File: src/rtl/control_buffer_filas_pkg.sv
// Shared constants and FSM encoding for the row delay line sequencer.
package control_buffer_filas_pkg;
  localparam int N_UNIDADES  = 16;
  localparam int PROF_UNIDAD = 8;
  localparam int ANCHO_W     = 8;
  localparam int ALTO_W      = 10;
  localparam int SEL_W       = $clog2(N_UNIDADES);
  localparam int MAX_ANCHO   = N_UNIDADES * PROF_UNIDAD;
  localparam int LOG2_PROF   = $clog2(PROF_UNIDAD);

  typedef enum logic [1:0] {IDLE, LLENADO, FLUJO, FIN} estado_t;
endpackage

File: src/rtl/control_buffer_filas_if.sv
// Pixel-source / buffer-bank / datapath signals of the row delay sequencer.
interface control_buffer_filas_if
  import control_buffer_filas_pkg::*;
  ();
  logic                  inicio;
  logic [ANCHO_W-1:0]    ancho;
  logic [ALTO_W-1:0]     alto;
  logic                  pixel_valido;
  logic                  listo;
  logic [N_UNIDADES-1:0] enable_unidades;
  logic                  write_req;
  logic                  read_req;
  logic                  sclr_buffers;
  logic [SEL_W-1:0]      sel_unidad;
  logic                  dato_fila_valido;
  logic [ANCHO_W-1:0]    columna;
  logic [ALTO_W-1:0]     fila;
  logic                  ocupado;
  logic                  fin;
  logic                  error_cfg;

  // Controller side
  modport slave (
    input  inicio, ancho, alto, pixel_valido,
    output listo, enable_unidades, write_req, read_req, sclr_buffers,
           sel_unidad, dato_fila_valido, columna, fila, ocupado, fin, error_cfg
  );

  // Source / system side
  modport master (
    output inicio, ancho, alto, pixel_valido,
    input  listo, enable_unidades, write_req, read_req, sclr_buffers,
           sel_unidad, dato_fila_valido, columna, fila, ocupado, fin, error_cfg
  );
endinterface

File: src/rtl/control_buffer_filas_contador.sv
// Column/row position counter; columna wraps at ancho-1 and advances fila.
module contador_columna_fila
  import control_buffer_filas_pkg::*;
(
  input  logic               clk,
  input  logic               reset,
  input  logic               clr,
  input  logic               en,
  input  logic [ANCHO_W-1:0] ancho,
  input  logic [ALTO_W-1:0]  alto,
  output logic [ANCHO_W-1:0] columna,
  output logic [ALTO_W-1:0]  fila,
  output logic               fin_fila,
  output logic               ultimo
);
  assign fin_fila = (columna == ancho - ANCHO_W'(1));
  assign ultimo   = fin_fila && (fila == alto - ALTO_W'(1));

  // Advance one position per accepted pixel
  always_ff @(posedge clk) begin
    if (reset || clr) begin
      columna <= '0;
      fila    <= '0;
    end else if (en) begin
      if (fin_fila) begin
        columna <= '0;
        fila    <= fila + ALTO_W'(1);
      end else begin
        columna <= columna + ANCHO_W'(1);
      end
    end
  end
endmodule

File: src/rtl/control_buffer_filas.sv
// Sequencer for a one-row delay line made of N_UNIDADES FIFO units.
module control_buffer_filas
  import control_buffer_filas_pkg::*;
(
  input  logic                   clk,
  input  logic                   reset,
  control_buffer_filas_if.slave  bus
);
  localparam logic [ANCHO_W:0] MAX_ANCHO_V = (ANCHO_W+1)'(MAX_ANCHO);

  estado_t            estado;
  logic [ANCHO_W-1:0] ancho_q;
  logic [ALTO_W-1:0]  alto_q;
  logic               acc, rd, cfg_ok, arranque, fin_fila, ultimo;
  logic [SEL_W-1:0]   unidad;

  assign cfg_ok   = (bus.ancho != '0) && ({1'b0, bus.ancho} <= MAX_ANCHO_V) && (bus.alto != '0);
  assign arranque = (estado == IDLE) && bus.inicio && cfg_ok;
  assign acc      = bus.pixel_valido && bus.listo;
  assign rd       = acc && (estado == FLUJO);
  assign unidad   = SEL_W'(bus.columna >> LOG2_PROF);

  assign bus.listo           = (estado == LLENADO) || (estado == FLUJO);
  assign bus.write_req       = acc;
  assign bus.read_req        = rd;
  assign bus.enable_unidades = acc ? (N_UNIDADES'(1) << unidad) : '0;
  assign bus.sclr_buffers    = arranque || (estado == FIN);
  assign bus.error_cfg       = (estado == IDLE) && bus.inicio && !cfg_ok;
  assign bus.ocupado         = (estado != IDLE);
  assign bus.fin             = (estado == FIN);

  contador_columna_fila u_cnt (
    .clk      (clk),
    .reset    (reset),
    .clr      (arranque),
    .en       (acc),
    .ancho    (ancho_q),
    .alto     (alto_q),
    .columna  (bus.columna),
    .fila     (bus.fila),
    .fin_fila (fin_fila),
    .ultimo   (ultimo)
  );

  // Frame FSM plus the one-cycle read-latency alignment of valid/select
  always_ff @(posedge clk) begin
    if (reset) begin
      estado               <= IDLE;
      ancho_q              <= '0;
      alto_q               <= '0;
      bus.dato_fila_valido <= 1'b0;
      bus.sel_unidad       <= '0;
    end else begin
      bus.dato_fila_valido <= rd;
      if (rd) bus.sel_unidad <= unidad;
      case (estado)
        IDLE: if (arranque) begin
          ancho_q <= bus.ancho;
          alto_q  <= bus.alto;
          estado  <= LLENADO;
        end
        LLENADO: if (acc && fin_fila) estado <= (alto_q == ALTO_W'(1)) ? FIN : FLUJO;
        FLUJO:   if (acc && ultimo) estado <= FIN;
        default: estado <= IDLE;
      endcase
    end
  end
endmodule
File: src/flat_wrapper.sv
// flat-port wrapper written by rule: the top's interface ports become plain ports
module control_buffer_filas_flat import control_buffer_filas_pkg::*;
  (clk, reset, bus_inicio, bus_ancho, bus_alto, bus_pixel_valido, bus_listo, bus_enable_unidades, bus_write_req, bus_read_req, bus_sclr_buffers, bus_sel_unidad, bus_dato_fila_valido, bus_columna, bus_fila, bus_ocupado, bus_fin, bus_error_cfg);
  control_buffer_filas_if bus_i ();
  input  logic clk;
  input  logic reset;
  input wire logic [$bits(bus_i.inicio)-1:0] bus_inicio;
  input wire logic [$bits(bus_i.ancho)-1:0] bus_ancho;
  input wire logic [$bits(bus_i.alto)-1:0] bus_alto;
  input wire logic [$bits(bus_i.pixel_valido)-1:0] bus_pixel_valido;
  output wire logic [$bits(bus_i.listo)-1:0] bus_listo;
  output wire logic [$bits(bus_i.enable_unidades)-1:0] bus_enable_unidades;
  output wire logic [$bits(bus_i.write_req)-1:0] bus_write_req;
  output wire logic [$bits(bus_i.read_req)-1:0] bus_read_req;
  output wire logic [$bits(bus_i.sclr_buffers)-1:0] bus_sclr_buffers;
  output wire logic [$bits(bus_i.sel_unidad)-1:0] bus_sel_unidad;
  output wire logic [$bits(bus_i.dato_fila_valido)-1:0] bus_dato_fila_valido;
  output wire logic [$bits(bus_i.columna)-1:0] bus_columna;
  output wire logic [$bits(bus_i.fila)-1:0] bus_fila;
  output wire logic [$bits(bus_i.ocupado)-1:0] bus_ocupado;
  output wire logic [$bits(bus_i.fin)-1:0] bus_fin;
  output wire logic [$bits(bus_i.error_cfg)-1:0] bus_error_cfg;
  assign bus_i.inicio = bus_inicio;
  assign bus_i.ancho = bus_ancho;
  assign bus_i.alto = bus_alto;
  assign bus_i.pixel_valido = bus_pixel_valido;
  assign bus_listo = bus_i.listo;
  assign bus_enable_unidades = bus_i.enable_unidades;
  assign bus_write_req = bus_i.write_req;
  assign bus_read_req = bus_i.read_req;
  assign bus_sclr_buffers = bus_i.sclr_buffers;
  assign bus_sel_unidad = bus_i.sel_unidad;
  assign bus_dato_fila_valido = bus_i.dato_fila_valido;
  assign bus_columna = bus_i.columna;
  assign bus_fila = bus_i.fila;
  assign bus_ocupado = bus_i.ocupado;
  assign bus_fin = bus_i.fin;
  assign bus_error_cfg = bus_i.error_cfg;
  control_buffer_filas u_core (.clk(clk), .reset(reset), .bus(bus_i));
endmodule
File: config.mk
export PLATFORM = sky130hd
export DESIGN_NAME = control_buffer_filas_flat
export DESIGN_NICKNAME = d
export VERILOG_FILES = /design/src/rtl/control_buffer_filas_pkg.sv /design/src/rtl/control_buffer_filas_if.sv /design/src/rtl/control_buffer_filas_contador.sv /design/src/rtl/control_buffer_filas.sv /design/src/flat_wrapper.sv
export SDC_FILE = /design/constraint.sdc
export NUM_CORES = 1
export LEC_CHECK = 0
export CELL_PAD_IN_SITES_DETAIL_PLACEMENT = 0
export CELL_PAD_IN_SITES_GLOBAL_PLACEMENT = 1
export CORE_MARGIN = 2
export CORE_UTILIZATION = 25
export CTS_BUF_LIST = sky130_fd_sc_hd__clkbuf_4
export DETAILED_ROUTE_END_ITERATION = 7
export PLACE_DENSITY = 0.62
export REMOVE_ABC_BUFFERS = 1
export SLEW_MARGIN = 40
export SYNTH_ARGS = -nofsm -noshare
export SYNTH_HDL_FRONTEND = slang
export SYNTH_SLANG_ARGS = --single-unit
File: constraint.sdc
create_clock -name clk -period 2.4 [get_ports clk]
set_input_delay 0.36 -clock clk [delete_from_list [all_inputs] [get_ports clk]]
set_output_delay 0.36 -clock clk [all_outputs]
set_load 0.01 [all_outputs]
==> flow_summary.yaml, run 1 <==
outcome:
  status: "finished clean"
timing:
  slew_viol_final: 0
  max_freq_ghz: 0.429
  setup_slack_ns: 0.0691
  skew_ns: 0.00663
  hold_viol: 0
  slew_headroom: 0.697
  min_period_ns: 2.33
  worst_pin_slew_ns: 0.451
  final.period_utilization: 0.971
  finalSetupViolCount: 0
  grt_setup_unrepaired: "yes"
drt:
  routedWlPerCell_um: 13.6
  vias: 2628
  drc_errors: 0
  avgViaCountPerCell: 4.64
  drtIter0Drc: 56
  wl_um: 7690
  drtAntennaViolNets: 0
  dr.pass1.iters: 4
synth:
  yosys.area.top_type_share: 0.323
  async_flop_share: 0
  synthTopCellsByArea: "dfxtp_1 32%, mux2i_1 7.5%, nor2_1 6.8%"
  syn_inst: 319
  synth_cell_types: 54
  synth_seq_area_share: 0.323
  synth_edf_count: 0
  yosysTopAreaCell: "dfxtp_1"
  synth.most_common_cell: "nor2_1"
  yosys-top-cells-count: "48 x nor2_1, 43 x dfxtp_1, 23 x nand2_1, 20 x mux2i_1, 19 x xor2_1"
  syn-cell-area_sq_um: 2660
  ys_dominant_reg_cell: "dfxtp_1"
  ys_ff_latch: 43
  syn_area_per_cell_sq_um: 8.35
  synth_warnings: 0
worst_setup_path:
  path_class: "flip-flop to flip-flop"
  reg2reg_from: "u_core.ancho_q[0]"
  end_kind: "flip-flop"
  max_stage_delay_ns: 0.37
  startpoint_type: "flip-flop"
  crit_required_ns: 2.66
  cp.arrival_ns: 2.59
  startpoint: "u_core.ancho_q[0]"
  crit_fanout: 3
  path_cells: "inv_2 -> ha_4 -> and2_4 -> o21a_1 -> o31a_1 -> nor4_4 -> nand3_4 -> a211oi_4 -> mux2_4"
  slowest_stage: "dfxtp_2"
pwr:
  p_switching_mw: 0.839
  p_sw_frac: 0.349
  ir_worst_vdd_mv: 0.322
  power.internal_mw: 1.57
  p_seq_frac: 0.337
  powerDensity_nw_per_um2: 607
  power_frac_comb: 0.469
  clkPwrFrac: 0.194
  power_leakage_nw: 1.66
clock_tree:
  cts_tree: "built"
  clockBufferDepth: 2
  h-tree-depth: 2
  cts_root_buffer: "clkbuf_4"
  numClockSinks: 43
  cts_hold_buf: 0
  cts_made_buffers: 5
  insertion_delay_ns: 0.35
  clkTransAtPathRegs_ns: 0.14
final_layout:
  final_util: 0.384
  area_growth_pct: 48.7
  antenna_cells: 0
  drive_gt1_frac: 0.240
  finalInstanceArea_sq_um: 3960
  seq_area_sq_um: 865
  multi_input_area_sq_um: 1790
  fin_nets: 461
  fillers: 1097
place:
  gp_congestion: 0.810
  io_buffers: 67
  hpwlAfterDp_um: 5840
  pre_cts_ws_ns: -0.588
  place_area_sq_um: 3790
worst_hold_path:
  holdCritStartpoint: "bus_ancho[3]"
  hold_path_class: "primary input to flip-flop"
floorplan:
  core_sq_um: 10300
  dieArea_sq_um: 11500
  initial_core_util: 0.258
  num_rows: 37
  io_pins: 68
  dieHeight_um: 107
  die_w_um: 107
global_route:
  grt_max_degree: 21
  grt_overflow: 0
  grt_pass1_wl_um: 12300
  grt_pass1_vias: 2544
  antenna_found_initial: 0
  grtUsageTotal: 0.134
flow_run:
  max-cap-violations: 0
cells in the final DEF, fill, tap and decap left out, drive strengths merged, types with 3 or more instances in the layout:
cell           count
nor3              15
or2                4
or3                5
clkdlybuf4s50     41
ha                10
nand2             24
dlymetal6s2s       6
nor2              48
a21oi             14
and2               3
dfxtp             43
nor4               7
dlygate4sd2        8
xor2              19
inv               10
nand3              9
and3               4
a211oi             4
o21ai              4
clkbuf            14
nand4              8
buf               52
or4                3
xnor2             15
nor2b              4
nand2b             6
mux2i             20
power groups by stage:
stage,combinational [mW],sequential [mW],clock [mW]
after floorplan,0.576,0.837,0
after global placement,1.05,0.819,0
after detailed placement,1.06,0.819,0
after CTS,1.06,0.804,0.488
after global routing,1.24,0.816,0.521
final,1.13,0.810,0.468
path summary, 6_finish.rpt:
kind	endpoint	slack (ns)	cells past startpoint
max	u_core.estado[0]	0.07	9
min	u_core.ancho_q[3]	0.27	3
max reg2reg	u_core.estado[0]	0.07	9
min reg2reg	u_core.bus.sel_unidad[2]	0.46	2
cell families after synthesis:
group           after synthesis  share of synthesized area
compound gates               39                     0.0986
xor+xnor                     34                      0.112
fa+ha+maj                    10                     0.0470
buf+inv                      24                     0.0437
flops                        43                      0.323
mux                          21                     0.0794
simple gates                148                      0.296
state kept, by name (all words and copies together), names as in the netlist:
name and flops:
u_core.alto_q 10, u_core.ancho_q 8, u_core.bus.dato_fila_valido 1, u_core.bus.sel_unidad 4, u_core.estado 2, u_core.u_cnt.columna 8
u_core.u_cnt.fila 10
critical path: cells and delay by family, from the launching register on:
| family | cells | cell delay (ns) |
|---|---|---|
| compound gates | 3 | 0.72 |
| fa+ha+maj | 1 | 0.15 |
| buf+inv | 1 | 0.05 |
| flops | 1 | 0.37 |
| mux | 1 | 0.32 |
| simple gates | 3 | 0.62 |
timing repair:
item,4_1_cts,5_1_grt
setup buffers,0,3
resized for setup,31,52
endpoints found under the setup margin,26,27
pin swaps,2,13
per-stage QoR:
step	cells	TNS (ns)	hold WS (ns)	total power, mW
finish	566	0	0.265	2.41
global route	566	-0.0758	0.288	2.58
CTS	563	-0.378	0.387	2.35
detailed placement	555	-11.57	0.449	1.88
global placement	555	-12.41	0.447	1.87
floorplan	305	-20.81	0.429	1.41
final cells by class:
type                            count  area share
Inverter                           10     0.00948
Timing Repair Buffer              117       0.259
Tap cell                          136      0.0430
Multi-Input combinational cell    252       0.451
Clock buffer                        5     0.00948
Clock inverter                      3     0.00979
Sequential cell                    43       0.218
routing by layer:
layer / part of all wire / wire (um) / vias to the layer above / track usage
met1: 0.46 / 3570 / 1239 / 0.171
met2: 0.48 / 3710 / 52 / 0.231
met4: 0.0083 / 64 / 0 / 0.0306
li1: - / - / 1330 / -
met5: 0 / 0 / - / 0
met3: 0.043 / 334 / 7 / 0.0255
Power figures use the tool's default switching activity.
==> run 2, diff against run 1 <==
Settings changed: CTS_CLUSTER_DIAMETER set to 40.
==> results of run 2 <==
No change in the layout: final DEF, timing and power equal those of run 1.
